[src/rtl/unsigned_mul_8x8_ha_array_reducer.sv]
// ---------------------------------------------------------------------------
// unsigned_mul_8x8_ha_array_reducer
//
// Final reduction stage of an 8x8 unsigned multiplier built from a
// half-adder array. The array leaves four partial-product rows, each a
// sum/pass vector t (9 bits) and a carry vector b (7 bits). Row i is
// worth (t_i + (b_i << 2)) << (2*i). This block registers one row set per
// handshake, accumulates ROWS_PER_CYCLE rows per clock into a 17-bit
// accumulator and presents the sum clamped to 16 bits.
//
// Ports
//   clk                  rising-edge clock
//   rst_n                synchronous active-low reset
//   ha_array_<i>_b[6:0]  carry vector of row i (i = 0..3)
//   ha_array_<i>_t[8:0]  sum/pass vector of row i (i = 0..3)
//   in_valid / in_ready  input row-set handshake
//   product[15:0]        min(sum, 65535), zero unless out_valid
//   sat                  1 when the sum exceeded 65535
//   out_valid/out_ready  output handshake
//   fsm_state[1:0]       current FSM state (0 IDLE, 1 ACC, 2 DONE)
//
// Handshake: a transfer happens on a rising edge where valid and ready are
// both 1. The producer holds valid and data until that edge; the block
// holds product/sat/out_valid stable while out_valid=1 and out_ready=0.
// In DONE in_ready follows out_ready, so a new set can be accepted on the
// same edge that the result is consumed.
// ---------------------------------------------------------------------------
module unsigned_mul_8x8_ha_array_reducer #(
  parameter int ROWS_PER_CYCLE = 1
) (
  input  logic        clk,
  input  logic        rst_n,
  input  logic [6:0]  ha_array_0_b,
  input  logic [6:0]  ha_array_1_b,
  input  logic [6:0]  ha_array_2_b,
  input  logic [6:0]  ha_array_3_b,
  input  logic [8:0]  ha_array_0_t,
  input  logic [8:0]  ha_array_1_t,
  input  logic [8:0]  ha_array_2_t,
  input  logic [8:0]  ha_array_3_t,
  input  logic        in_valid,
  output logic        in_ready,
  output logic [15:0] product,
  output logic        sat,
  output logic        out_valid,
  input  logic        out_ready,
  output logic [1:0]  fsm_state
);

  if (!(ROWS_PER_CYCLE == 1 || ROWS_PER_CYCLE == 2 || ROWS_PER_CYCLE == 4)) begin : g_bad_rows
    $error("ROWS_PER_CYCLE must be 1, 2 or 4");
  end

  typedef enum logic [1:0] {
    IDLE = 2'd0,
    ACC  = 2'd1,
    DONE = 2'd2
  } state_t;

  state_t      state, state_nxt;
  logic [8:0]  t_q [4];
  logic [6:0]  b_q [4];
  logic [16:0] acc, acc_nxt, acc_sum;
  // Three bits so the counter can reach 4, which marks "all rows added".
  logic [2:0]  cnt, cnt_nxt;
  logic [16:0] row_val [4];
  logic        take;

  assign take      = in_valid & in_ready;
  assign fsm_state = state;

  // Weighted value of each registered row; b sits two columns above t.
  always_comb begin
    for (int i = 0; i < 4; i++) begin
      row_val[i] = ({8'd0, t_q[i]} + {8'd0, b_q[i], 2'b00}) << (2 * i);
    end
  end

  always_comb begin
    state_nxt = state;
    acc_nxt   = acc;
    cnt_nxt   = cnt;
    acc_sum   = acc;
    in_ready  = 1'b0;
    case (state)
      IDLE: begin
        in_ready = 1'b1;
        if (in_valid) begin
          state_nxt = ACC;
          acc_nxt   = '0;
          cnt_nxt   = '0;
        end
      end
      ACC: begin
        // cnt is always a multiple of ROWS_PER_CYCLE, so cnt + j stays in 0..3.
        for (int j = 0; j < ROWS_PER_CYCLE; j++) begin
          acc_sum = acc_sum + row_val[2'(cnt[1:0] + 2'(j))];
        end
        acc_nxt = acc_sum;
        cnt_nxt = cnt + 3'(ROWS_PER_CYCLE);
        if (cnt_nxt == 3'd4) begin
          state_nxt = DONE;
        end
      end
      DONE: begin
        in_ready = out_ready;
        if (out_ready) begin
          if (in_valid) begin
            state_nxt = ACC;
            acc_nxt   = '0;
            cnt_nxt   = '0;
          end else begin
            state_nxt = IDLE;
          end
        end
      end
      default: begin
        state_nxt = IDLE;
      end
    endcase
  end

  always_ff @(posedge clk) begin
    if (!rst_n) begin
      state <= IDLE;
      acc   <= '0;
      cnt   <= '0;
      for (int i = 0; i < 4; i++) begin
        t_q[i] <= '0;
        b_q[i] <= '0;
      end
    end else begin
      state <= state_nxt;
      acc   <= acc_nxt;
      cnt   <= cnt_nxt;
      if (take) begin
        t_q[0] <= ha_array_0_t;
        t_q[1] <= ha_array_1_t;
        t_q[2] <= ha_array_2_t;
        t_q[3] <= ha_array_3_t;
        b_q[0] <= ha_array_0_b;
        b_q[1] <= ha_array_1_b;
        b_q[2] <= ha_array_2_b;
        b_q[3] <= ha_array_3_b;
      end
    end
  end

  // Outputs decode straight from state and acc; reset clears both, so the
  // outputs are zero right after a reset edge.
  always_comb begin
    out_valid = (state == DONE);
    sat       = (state == DONE) && acc[16];
    product   = '0;
    if (state == DONE) begin
      product = acc[16] ? 16'hFFFF : acc[15:0];
    end
  end

endmodule

[config.mk]
export PLATFORM = sky130hd
export DESIGN_NAME = unsigned_mul_8x8_ha_array_reducer
export DESIGN_NICKNAME = d
export VERILOG_FILES = /design/src/rtl/unsigned_mul_8x8_ha_array_reducer.sv
export SDC_FILE = /design/constraint.sdc
export NUM_CORES = 1
export LEC_CHECK = 0
export CORE_ASPECT_RATIO = 1.2
export CORE_MARGIN = 2
export CORE_UTILIZATION = 58
export CTS_CLUSTER_SIZE = 30
export DETAILED_ROUTE_END_ITERATION = 8
export PLACE_DENSITY = 0.93
export SETUP_SLACK_MARGIN = 0.05
export SLEW_MARGIN = 20
export SYNTH_ARGS = -nofsm -noshare
export SYNTH_HDL_FRONTEND = slang
export SYNTH_SLANG_ARGS = --single-unit
[constraint.sdc]
create_clock -name clk -period 5.14 [get_ports clk]
set_clock_uncertainty 0.1 [all_clocks]
set_input_delay 0.514 -clock clk [delete_from_list [all_inputs] [get_ports clk]]
set_output_delay 0.514 -clock clk [all_outputs]
set_load 0.005 [all_outputs]
* Word-level counts from Yosys, hierarchy flattened
Memory sizes are Yosys's and may differ from the RTL's.
Index checks and enable logic that the tools add are counted.
** Storage, ports and cells
- Memory bits (writable) :: 64
- Register bits :: 22
- Input port bits :: 68
- Output and inout port bits :: 21
- Memories :: 2
** Operators by class
- Add/subtract/negate cells :: 6
- Order comparisons :: 1
- Multiplexer cells :: 29
- Bitwise logic cells :: 10
- Equal/unequal tests :: 6
- Reduce and logical (&&, ||, !) cells :: 5
** Memories
- t_q :: words 4, bits a word 9, rd ports 4, clocked after memory_dff 0, write ports 4, RTL line 61 : logic [8:0] t_q [4];
- b_q :: words 4, bits a word 7, rd ports 4, clocked after memory_dff 0, write ports 4, RTL line 62 : logic [6:0] b_q [4];
** Operators with widths (number)
- 17-bit two-way mux :: 4
- 17-bit one-hot mux with 3 select lines :: 1
- 9-bit by 9-bit adder with 10-bit output :: 4
- 9-bit two-way mux :: 4
- 17-bit binary-select mux with 2-bit select :: 1
- 16-bit two-way mux :: 2
- 7-bit two-way mux :: 4
- 17-bit adder :: 1
- 3-bit one-hot mux with 3 select lines :: 1
- 1-bit OR :: 8
- 2-bit two-way mux :: 3
- 3-bit two-way mux :: 2
- 2-bit one-hot mux with 3 select lines :: 1
- 1-bit two-way mux :: 5
- 2-bit inequality test (second input constant) :: 2
- 3-bit by 1-bit adder with 3-bit output (second input constant) :: 1
- 3-bit equality test (second input constant) :: 1
- 3-bit greater-or-equal comparator (second input constant) :: 1
- 2-bit NOT with 3-bit output :: 1
- 3-bit AND reduction :: 1
- 3-bit nonzero test :: 1
- 2-bit by 1-bit equality test with 1-bit output (second input constant) :: 1
- 2-bit equality test (second input constant) :: 1
- 2-bit zero test :: 1
- other kinds (5) :: 5

* Longest topological paths before layout
Gate-level depths: netlist of the first run.
- Word-level depth :: 7
- Mapped depth :: 17
- Gate-level depth less buffers :: 16

* Worst setup path before layout of the first run
OpenSTA, ideal clock, no wires.
- Kind :: reg-to-reg
- Start point :: memory t_q[1][2]
- End point :: register acc[12]
- Stages on the path, launching flop included :: 15
- Arrival time :: 3.262 ns
- Buffers on the path :: 1
- Data required time :: 4.914 ns
- Setup slack :: 1.652 ns
- Path through :: edfxtp_1 > ha_1 > fa_1 > a21o_1 > a21oi_1 > xnor2_1 > o21ai_0 > a221o_1 > ha_1 > and3_1 > clkbuf_1 > and3_1 > a221o_1 > xnor2_1 > o21ai_1
** RTL lines
- start: declaration :: RTL line 61
- end signal: assignment :: RTL line 134 : acc <= acc_nxt;
- end: declaration :: RTL line 63 : logic [16:0] acc, acc_nxt, acc_sum;

==> results of run 1 <==
final cells by class:
cell class / instances / area (µm²) / area share [%]
Multi-Input combinational cell: 416 / 2890 / 44.3
Sequential cell: 86 / 2360 / 36.1
Timing Repair Buffer: 93 / 918 / 14.1
Inverter: 11 / 41.3 / 0.632
Clock buffer: 12 / 145 / 2.22
Tap cell: 120 / 150 / 2.30
Clock inverter: 4 / 25.0 / 0.383
worst max-delay path by stage:
stage                                  from  cells after the start                    to
floorplan           t_q[1][2]$_SDFFCE_PN0P_                     14  acc[12]$_SDFFE_PN0P_
global placement    t_q[1][2]$_SDFFCE_PN0P_                     13  acc[12]$_SDFFE_PN0P_
detailed placement  b_q[1][0]$_SDFFCE_PN0P_                     14  acc[13]$_SDFFE_PN0P_
CTS                 t_q[1][2]$_SDFFCE_PN0P_                     14  acc[13]$_SDFFE_PN0P_
global route        t_q[2][2]$_SDFFCE_PN0P_                     15  acc[16]$_SDFFE_PN0P_
finish              t_q[1][2]$_SDFFCE_PN0P_                     14  acc[13]$_SDFFE_PN0P_
report_power, final:
part / total [mW] / switching (mW) / internal (mW)
clock: 0.429 / 0.242 / 0.187
sequential: 0.834 / 0.0297 / 0.804
combinational: 0.431 / 0.225 / 0.207
worst reg2reg max path, delay by kind of cell (launching register included):
family,cells,cell delay (ns)
AOI/OAI and AO/OA,10,1.91
adders and majority gates,3,1.04
DFF,1,0.38
xor gates and xnor gates,1,0.17
per-layer routing:
layer	track usage (%)	wire [µm]
met2	44.7	6110
met4	7.57	155
met5	0	0
met1	29.5	5090
met3	4.25	455
cell usage after synthesis (all sizes together) (5+ instances only):
cell type / n
o21bai: 5
inv: 11
edfxtp: 64
a21o: 18
nor3: 8
a21oi: 32
dfxtp: 22
nand2b: 5
and2: 77
o21ai: 28
a31oi: 6
clkbuf: 20
ha: 46
and3: 6
nor2b: 16
nor2: 52
fa: 5
nand2: 31
a22oi: 8
xor2: 13
xnor2: 14
per-stage QoR:
stage	utilization (%)	power [mW]	hold WS (ns)	cell area, µm²	setup WS, ns
2_1_floorplan	-	1.14	0.343	5380	1.65
3_3_place_gp	70.5	1.26	0.365	6370	1.56
5_1_grt	72.4	1.78	0.420	6540	1.19
3_5_place_dp	70.5	1.28	0.379	6370	1.46
6_report	72.4	1.69	0.391	6540	1.43
4_1_cts	72.4	1.70	0.389	6540	1.45
flip-flops by register name (all words and copies together), names as in the netlist:
signal	flops
b_q	28
cnt	3
fsm_state	2
acc	17
t_q	36
cell families after synthesis:
| family | after synthesis | synth area share, % |
|---|---|---|
| and+or+nand+nor | 205 | 19.9 |
| adders and majority gates | 51 | 12.6 |
| AOI/OAI and AO/OA | 129 | 15.9 |
| buffers and inverters | 33 | 2.33 |
| muxes | 4 | 0.977 |
| DFF | 86 | 43.9 |
| xor gates and xnor gates | 27 | 4.40 |
==> impl_table.tex, run 1 <==
\begin{tabular}{lr}
\hline
Metric & Value \\
\hline
\multicolumn{2}{l}{\textbf{Status}} \\
\quad Run status & complete, no violations \\
\multicolumn{2}{l}{\textbf{Routing}} \\
\quad Average wire length per cell after detail routing & 15.9 µm \\
\quad Via count & 4157 \\
\quad Drc violations & 0 \\
\quad Number of iterations in the first detailed-routing pass & 5 \\
\quad Antenna-violating nets left & 0 \\
\quad Wirelength, routed & 11800 µm \\
\quad Routed via count divided by cell count & 5.60 \\
\quad Initial DRC Count & 146 \\
\multicolumn{2}{l}{\textbf{Placed design}} \\
\quad DP HPWL & 8850 µm \\
\quad Number of port buffers & 88 \\
\quad Global placement routability congestion & 0.881 \\
\quad Placed Cells incl. Taps & 726 \\
\multicolumn{2}{l}{\textbf{Worst setup path}} \\
\quad End of the worst register-to-register path & acc[13]\$\_SDFFE\_PN0P\_ \\
\quad Endpoint type of the worst setup path & flop \\
\quad CP Data Arrival Time & 3.86 ns \\
\quad Crit Reg-Reg Startpoint & t\_q[1][2]\$\_SDFFCE\_PN0P\_ \\
\quad Master of the slowest instance on the critical path & sky130\_fd\_sc\_hd\_\_fa\_1 \\
\quad Max Fanout on Critical Path & 6 \\
\quad Critical path buffers and inverters & 0 \\
\quad Slowest cell delay on critical path & 0.41 ns \\
\quad Flop-to-flop setup slack & 1.43 ns \\
\quad Cell chain of the critical path & ha\_1 > fa\_1 > a21o\_1 > a21oi\_1 > o21ai\_0 > o211ai\_1 > a31oi\_1 > ha\_1 > a21o\_1 > a211o\_1 > a221o\_1 > o221ai\_1 > xor2\_1 > o21ai\_1 \\
\quad Startpoint-to-endpoint class of the critical path & flop to flop \\
\quad Type of origin of the critical path & flop \\
\quad Logic depth of the worst register-to-register path & 14 \\
\quad Kind of cell adding the most delay to the critical path & compound AO/OA/AOI/OAI gates \\
\quad Data required time at the worst endpoint & 5.29 ns \\
\multicolumn{2}{l}{\textbf{Power and ir drop}} \\
\quad Power density over the cells & 259 mW/mm² \\
\quad VDD IR max & 0.228 mV \\
\quad Leakage power of the design & 2.75 nW \\
\multicolumn{2}{l}{\textbf{Clock network}} \\
\quad CTS clk-pin slew, worst paths & 0.08 ns \\
\quad Clock buffer count from CTS & 9 \\
\quad Maximum level of the CTS H-tree & 3 \\
\quad Post-cts sizing count & 0 \\
\quad TritonCTS clock tree & done \\
\quad Buffer cell driving the clock tree root & sky130\_fd\_sc\_hd\_\_clkbuf\_8 \\
\quad Number of hold buffers added after cts & 0 \\
\quad Bufs on Longest Clock Path & 2 \\
\quad Insertion delay to the later sink of the worst-skew pair & 0.37 ns \\
\quad Total number of clock tree sinks & 86 \\
\quad Buffer count from post-CTS setup fixing & 0 \\
\multicolumn{2}{l}{\textbf{Logic synthesis}} \\
\quad Leading area contributor after synthesis & sky130\_fd\_sc\_hd\_\_edfxtp\_1 \\
\quad Number of distinct library cells after synthesis & 55 \\
\quad Fraction of the yosys area taken by sequential cells & 43.9\% \\
\quad Net count of the mapped netlist & 654 \\
\quad Share of the synthesized area in the top cell type & 35.7\% \\
\quad Number of instances in the synthesized netlist & 535 \\
\quad Count of flip-flops with a built-in enable after synthesis & 64 \\
\quad Synth warn & 0 \\
\quad Primary flip-flop cell chosen by synthesis mapping & sky130\_fd\_sc\_hd\_\_edfxtp\_1 \\
\quad Fraction of synthesis flops using an asynchronous set or reset pin & 0\% \\
\quad Flop and latch count out of synthesis & 86 \\
\quad Post-Synthesis Cell Area & 0.00538 mm² \\
\quad Post-synthesis area per instance & 10.1 µm² \\
\quad Synth top area cells & sky130\_fd\_sc\_hd\_\_edfxtp\_1 (36\%), sky130\_fd\_sc\_hd\_\_ha\_1 (11\%), sky130\_fd\_sc\_hd\_\_and2\_1 (9.0\%) \\
\multicolumn{2}{l}{\textbf{Timing}} \\
\quad Rel. slew slack & 50.9\% \\
\quad Final period demand of the worst path & 3.71 ns \\
\quad Setup-failing EPs final & 0 \\
\quad Fmax achieved & 0.269 GHz \\
\quad Tightest Pin Transition & 0.736 ns \\
\quad Final-report max-slew violation count & 0 \\
\quad Hold violation count in the final report & 0 \\
\quad Portion of the clock cycle consumed by the worst path in the final layout & 72.2\% \\
\quad Setup Total Neg Slack & 0 ns \\
\quad Unrepaired setup endpoints after global routing & false \\
\multicolumn{2}{l}{\textbf{GRT}} \\
\quad Initial antenna violation count & 0 \\
\quad GRT Util Overall & 24.4\% \\
\quad Global-route wire length before repair & 19300 µm \\
\quad Via count of the first global-routing pass & 4116 \\
\quad Maximum number of pins on one net before global-route repair & 65 \\
\quad Total congestion overflow & 0 \\
\multicolumn{2}{l}{\textbf{Floorplanning}} \\
\quad Core Area & 0.00903 mm² \\
\quad Total Die Area & 0.0101 mm² \\
\quad Height of the die & 109 µm \\
\quad Width of the die & 91.9 µm \\
\quad Effective utilization at floorplan & 59.5\% \\
\quad Rows & 38 \\
\quad I/O pin total & 89 \\
\multicolumn{2}{l}{\textbf{Final layout}} \\
\quad Non-filler cells in the finished layout & 742 \\
\quad Fraction of layout cells with a size suffix above 1 & 4.18\% \\
\quad Most common library cell in the layout ignoring fill and taps & sky130\_fd\_sc\_hd\_\_clkdlybuf4s50\_1 \\
\quad Number of filler instances in the final layout & 652 \\
\quad Number of nets in the final layout & 736 \\
\quad Antenna diode count & 0 \\
\quad Most frequent cells in the layout & sky130\_fd\_sc\_hd\_\_clkdlybuf4s50\_1 (88), sky130\_fd\_sc\_hd\_\_and2\_1 (77), sky130\_fd\_sc\_hd\_\_edfxtp\_1 (64), sky130\_fd\_sc\_hd\_\_nor2\_1 (52), sky130\_fd\_sc\_hd\_\_ha\_1 (46) \\
\quad Synthesis-to-finish area growth & 21.5\% \\
\multicolumn{2}{l}{\textbf{Min path}} \\
\quad Launch point of the worst hold path & acc[7]\$\_SDFFE\_PN0P\_ \\
\quad Hold path cells & 2 \\
\quad Worst min path class & flop to flop \\
\quad Hold EP & acc[7]\$\_SDFFE\_PN0P\_ \\
\multicolumn{2}{l}{\textbf{Run}} \\
\quad Max-Cap Viols & 0 \\
\hline
\end{tabular}
Power figures use the tool's default switching activity.
==> inputs of run 2 (changes only) <==
Settings changed: CORE_UTILIZATION 58 to 54, PLACE_DENSITY 0.93 to 0.88.
Clock period 5.14 ns to 3.5 ns, I/O delays scaled along.
==> impl_table.tex, run 2 (same netlist as run 1, synthesis figures left out) <==
\begin{tabular}{lr}
\hline
Metric & Value \\
\hline
\multicolumn{2}{l}{\textbf{Placed design}} \\
\quad DP HPWL & 9050 µm (+2.3\%) \\
\quad Number of port buffers & 88 (unchanged) \\
\quad Post-DP Area & 0.00648 mm² (+1.8\%) \\
\quad Global placement routability congestion & 0.880 (about the same) \\
\quad Placement Setup Slack & -0.120 ns (-1.58 ns) \\
\multicolumn{2}{l}{\textbf{Routing}} \\
\quad Drc violations & 0 (unchanged) \\
\quad Wirelength, routed & 12900 µm (+9.2\%) \\
\quad Initial DRC Count & 201 (+38\%) \\
\quad Via count & 4324 (+4.0\%) \\
\quad Average wire length per cell after detail routing & 16.8 µm (+5.8\%) \\
\quad Antenna-violating nets left & 0 (unchanged) \\
\quad Routed via count divided by cell count & 5.64 (+0.76\%) \\
\quad Number of iterations in the first detailed-routing pass & 4 (-1) \\
\multicolumn{2}{l}{\textbf{Clock network}} \\
\quad Total number of clock tree sinks & 86 (unchanged) \\
\quad Buffer cell driving the clock tree root & sky130\_fd\_sc\_hd\_\_clkbuf\_16 \\
\quad Maximum level of the CTS H-tree & 3 (unchanged) \\
\quad Number of hold buffers added after cts & 0 (unchanged) \\
\quad Insertion delay to the later sink of the worst-skew pair & 0.34 ns (-0.03 ns) \\
\quad Clock buffer count from CTS & 9 (unchanged) \\
\quad Bufs on Longest Clock Path & 2 (unchanged) \\
\quad TritonCTS clock tree & done \\
\quad CTS clk-pin slew, worst paths & 0.06 ns (-0.02 ns) \\
\multicolumn{2}{l}{\textbf{Floorplanning}} \\
\quad Height of the die & 113 µm (+3.5\%) \\
\quad Core Area & 0.00961 mm² (+6.4\%) \\
\quad Width of the die & 95.1 µm (+3.5\%) \\
\quad Total Die Area & 0.0108 mm² (+7.1\%) \\
\quad Effective utilization at floorplan & 56.0\% (-3.6 points) \\
\quad Rows & 39 (+2.6\%) \\
\quad I/O pin total & 89 (unchanged) \\
\multicolumn{2}{l}{\textbf{Final layout}} \\
\quad Antenna diode count & 0 (unchanged) \\
\quad Area used by multi-input combinational logic & 0.00311 mm² (+7.4\%) \\
\quad Utilization after layout & 73.6\% (+1.3 points) \\
\quad Number of nets in the final layout & 758 (+3.0\%) \\
\quad Synthesis-to-finish area growth & 31.6\% \\
\quad Largest registers & t\_q: 36 flops, b\_q: 28 flops, acc: 17 flops \\
\quad Summed area of non-filler cells in the final layout & 0.00708 mm² (+8.3\%) \\
\quad Fraction of layout cells with a size suffix above 1 & 14.2\% (+10 points) \\
\quad Register containing the most flip-flops in the final layout & t\_q \\
\quad Most common library cell in the layout ignoring fill and taps & sky130\_fd\_sc\_hd\_\_clkdlybuf4s50\_1 \\
\quad Number of flip-flops under the largest register name & 36 (unchanged) \\
\quad Most frequent cells in the layout & sky130\_fd\_sc\_hd\_\_clkdlybuf4s50\_1 (88), sky130\_fd\_sc\_hd\_\_and2\_1 (74), sky130\_fd\_sc\_hd\_\_edfxtp\_1 (64), sky130\_fd\_sc\_hd\_\_nor2\_1 (52), sky130\_fd\_sc\_hd\_\_ha\_1 (38) \\
\quad Flip-flop and latch area & 0.00236 mm² (unchanged) \\
\quad Number of filler instances in the final layout & 646 (-0.92\%) \\
\multicolumn{2}{l}{\textbf{Timing}} \\
\quad Worst hold slack & 0.388 ns (-0.00300 ns) \\
\quad Setup-failing EPs final & 0 (unchanged) \\
\quad Fmax achieved & 0.286 GHz (+6.1\%) \\
\quad Tightest Pin Transition & 0.819 ns (+0.0830 ns) \\
\quad Final-report max-slew violation count & 0 (unchanged) \\
\quad Min setup slack post-route & 0.00156 ns (-1.43 ns) \\
\quad Portion of the clock cycle consumed by the worst path in the final layout & 100\% (+28 points) \\
\quad Unrepaired setup endpoints after global routing & true \\
\quad Final period demand of the worst path & 3.50 ns (-0.214 ns) \\
\quad Rel. slew slack & 45.1\% (-5.8 points) \\
\quad Hold violation count in the final report & 0 (unchanged) \\
\multicolumn{2}{l}{\textbf{Worst setup path}} \\
\quad Max Fanout on Critical Path & 4 (-2) \\
\quad Setup crit end & acc[12]\$\_SDFFE\_PN0P\_ \\
\quad Kind of cell adding the most delay to the critical path & compound AO/OA/AOI/OAI gates \\
\quad Cell chain of the critical path & ha\_2 > inv\_2 > fa\_2 > nor2b\_4 > o21ai\_2 > nand2b\_1 > a311oi\_2 > xnor2\_1 > a221o\_1 > ha\_4 > a21oi\_2 > o21ai\_1 > buf\_4 > a21o\_1 > a221o\_1 > xnor2\_1 > o21ai\_1 \\
\quad Crit Reg-Reg Startpoint & b\_q[0][0]\$\_SDFFCE\_PN0P\_ \\
\quad Critical path buffers and inverters & 2 (+2) \\
\quad Worst Setup SP & b\_q[0][0]\$\_SDFFCE\_PN0P\_ \\
\quad Instance count on the critical path & 17 (+3) \\
\quad Data required time at the worst endpoint & 3.62 ns (-1.67 ns) \\
\quad Flop-to-flop setup slack & 0.002 ns (-1.43 ns) \\
\quad Master of the slowest instance on the critical path & sky130\_fd\_sc\_hd\_\_a221o\_1 \\
\quad Slowest cell delay on critical path & 0.38 ns (-0.03 ns) \\
\quad Endpoint type of the worst setup path & flop \\
\quad Startpoint-to-endpoint class of the critical path & flop to flop \\
\quad End of the worst register-to-register path & acc[12]\$\_SDFFE\_PN0P\_ \\
\quad Type of origin of the critical path & flop \\
\quad CP Data Arrival Time & 3.62 ns (-0.24 ns) \\
\quad Logic depth of the worst register-to-register path & 17 (+3) \\
\multicolumn{2}{l}{\textbf{Power and ir drop}} \\
\quad Leakage power of the design & 2.94 nW (+6.8\%) \\
\quad VDD IR max & 0.260 mV (+14\%) \\
\quad Power density over the cells & 426 mW/mm² (+64\%) \\
\multicolumn{2}{l}{\textbf{GRT}} \\
\quad Initial antenna violation count & 0 (unchanged) \\
\quad Maximum number of pins on one net before global-route repair & 66 (+1.5\%) \\
\quad Total congestion overflow & 0 (unchanged) \\
\quad Global-route wire length before repair & 20500 µm (+6.5\%) \\
\quad Via count of the first global-routing pass & 4469 (+8.6\%) \\
\quad GRT Util Overall & 24.4\% (about the same) \\
\multicolumn{2}{l}{\textbf{Min path}} \\
\quad Worst min path class & flop to flop \\
\multicolumn{2}{l}{\textbf{Run}} \\
\quad Max-Cap Viols & 0 (unchanged) \\
\multicolumn{2}{l}{\textbf{Status}} \\
\quad Run status & complete, no violations \\
\hline
\end{tabular}
run 2: cell count changes in the layout (fill, tap and decap cells not counted), moves of 4 or more:
cell                        previous run  this run
sky130_fd_sc_hd__ha_2                  0         5
sky130_fd_sc_hd__clkbuf_16             0         9
sky130_fd_sc_hd__clkbuf_8             10         0
sky130_fd_sc_hd__o21ai_0              24        17
sky130_fd_sc_hd__buf_4                 5        25
sky130_fd_sc_hd__a21oi_1              31        22
sky130_fd_sc_hd__fa_1                  5         1
sky130_fd_sc_hd__fa_2                  0         4
sky130_fd_sc_hd__o21ai_1               4         9
sky130_fd_sc_hd__a21oi_2               0         8
sky130_fd_sc_hd__ha_1                 46        38
run 2: layer usage:
layer	share of wire (%)	vias up	GRT usage, %
met5	0	-	0
met4	2.0	0	9.86
met3	4.2	21	4.19
met2	52	118	42.7
met1	41	2056	29.4
li1	-	2129	-
run 2: worst min-delay path by stage:
stage | start | to | cells after the start
2_1_floorplan | acc[12]$_SDFFE_PN0P_ | acc[12]$_SDFFE_PN0P_ | 2
3_3_place_gp | acc[13]$_SDFFE_PN0P_ | acc[13]$_SDFFE_PN0P_ | 2
3_5_place_dp | acc[13]$_SDFFE_PN0P_ | acc[13]$_SDFFE_PN0P_ | 2
4_1_cts | acc[13]$_SDFFE_PN0P_ | acc[13]$_SDFFE_PN0P_ | 2
5_1_grt | acc[12]$_SDFFE_PN0P_ | acc[12]$_SDFFE_PN0P_ | 2
6_report | acc[13]$_SDFFE_PN0P_ | acc[13]$_SDFFE_PN0P_ | 2
run 2: through the flow:
step | TNS [ns] | std cells | total power [mW]
after floorplan | 0 | 535 | 1.67
after global placement | -0.166 | 742 | 1.89
after detailed placement | -0.350 | 742 | 1.92
after CTS | 0 | 763 | 2.96
after global routing | -0.496 | 766 | 3.15
final | 0 | 766 | 3.02
run 2: final cells by class:
cell class              instances  share of cell area (%)
flip-flops and latches         86                    33.4
clock inverters                 6                    1.24
clock buffers                   9                    3.18
repair buffers                115                    15.5
multi-input cells             416                    43.9
well taps                     123                    2.17
inverters                      11                   0.583
run 2: what timing repair did:
action | 4_1_cts | 5_1_grt
pin swaps | 6 | 28
setup endpoints to repair | 7 | 9
resized for setup | 19 | 37
buffers inserted | 6 | 3
run 2: worst register-to-register path, delay by kind of cell, from the launching register on:
kind / cells / cell delay, ns
compound gates: 8 / 1.37
fa+ha+maj: 3 / 0.73
flops: 1 / 0.34
xor+xnor: 2 / 0.34
simple gates: 2 / 0.31
buf+inv: 2 / 0.19
run 2: where the power goes:
group	switching [mW]	internal, mW	total [mW]	leakage (nW)
logic	0.386	0.383	0.769	1.92
clock network	0.400	0.620	1.02	0.145
registers	0.0472	1.18	1.23	0.871
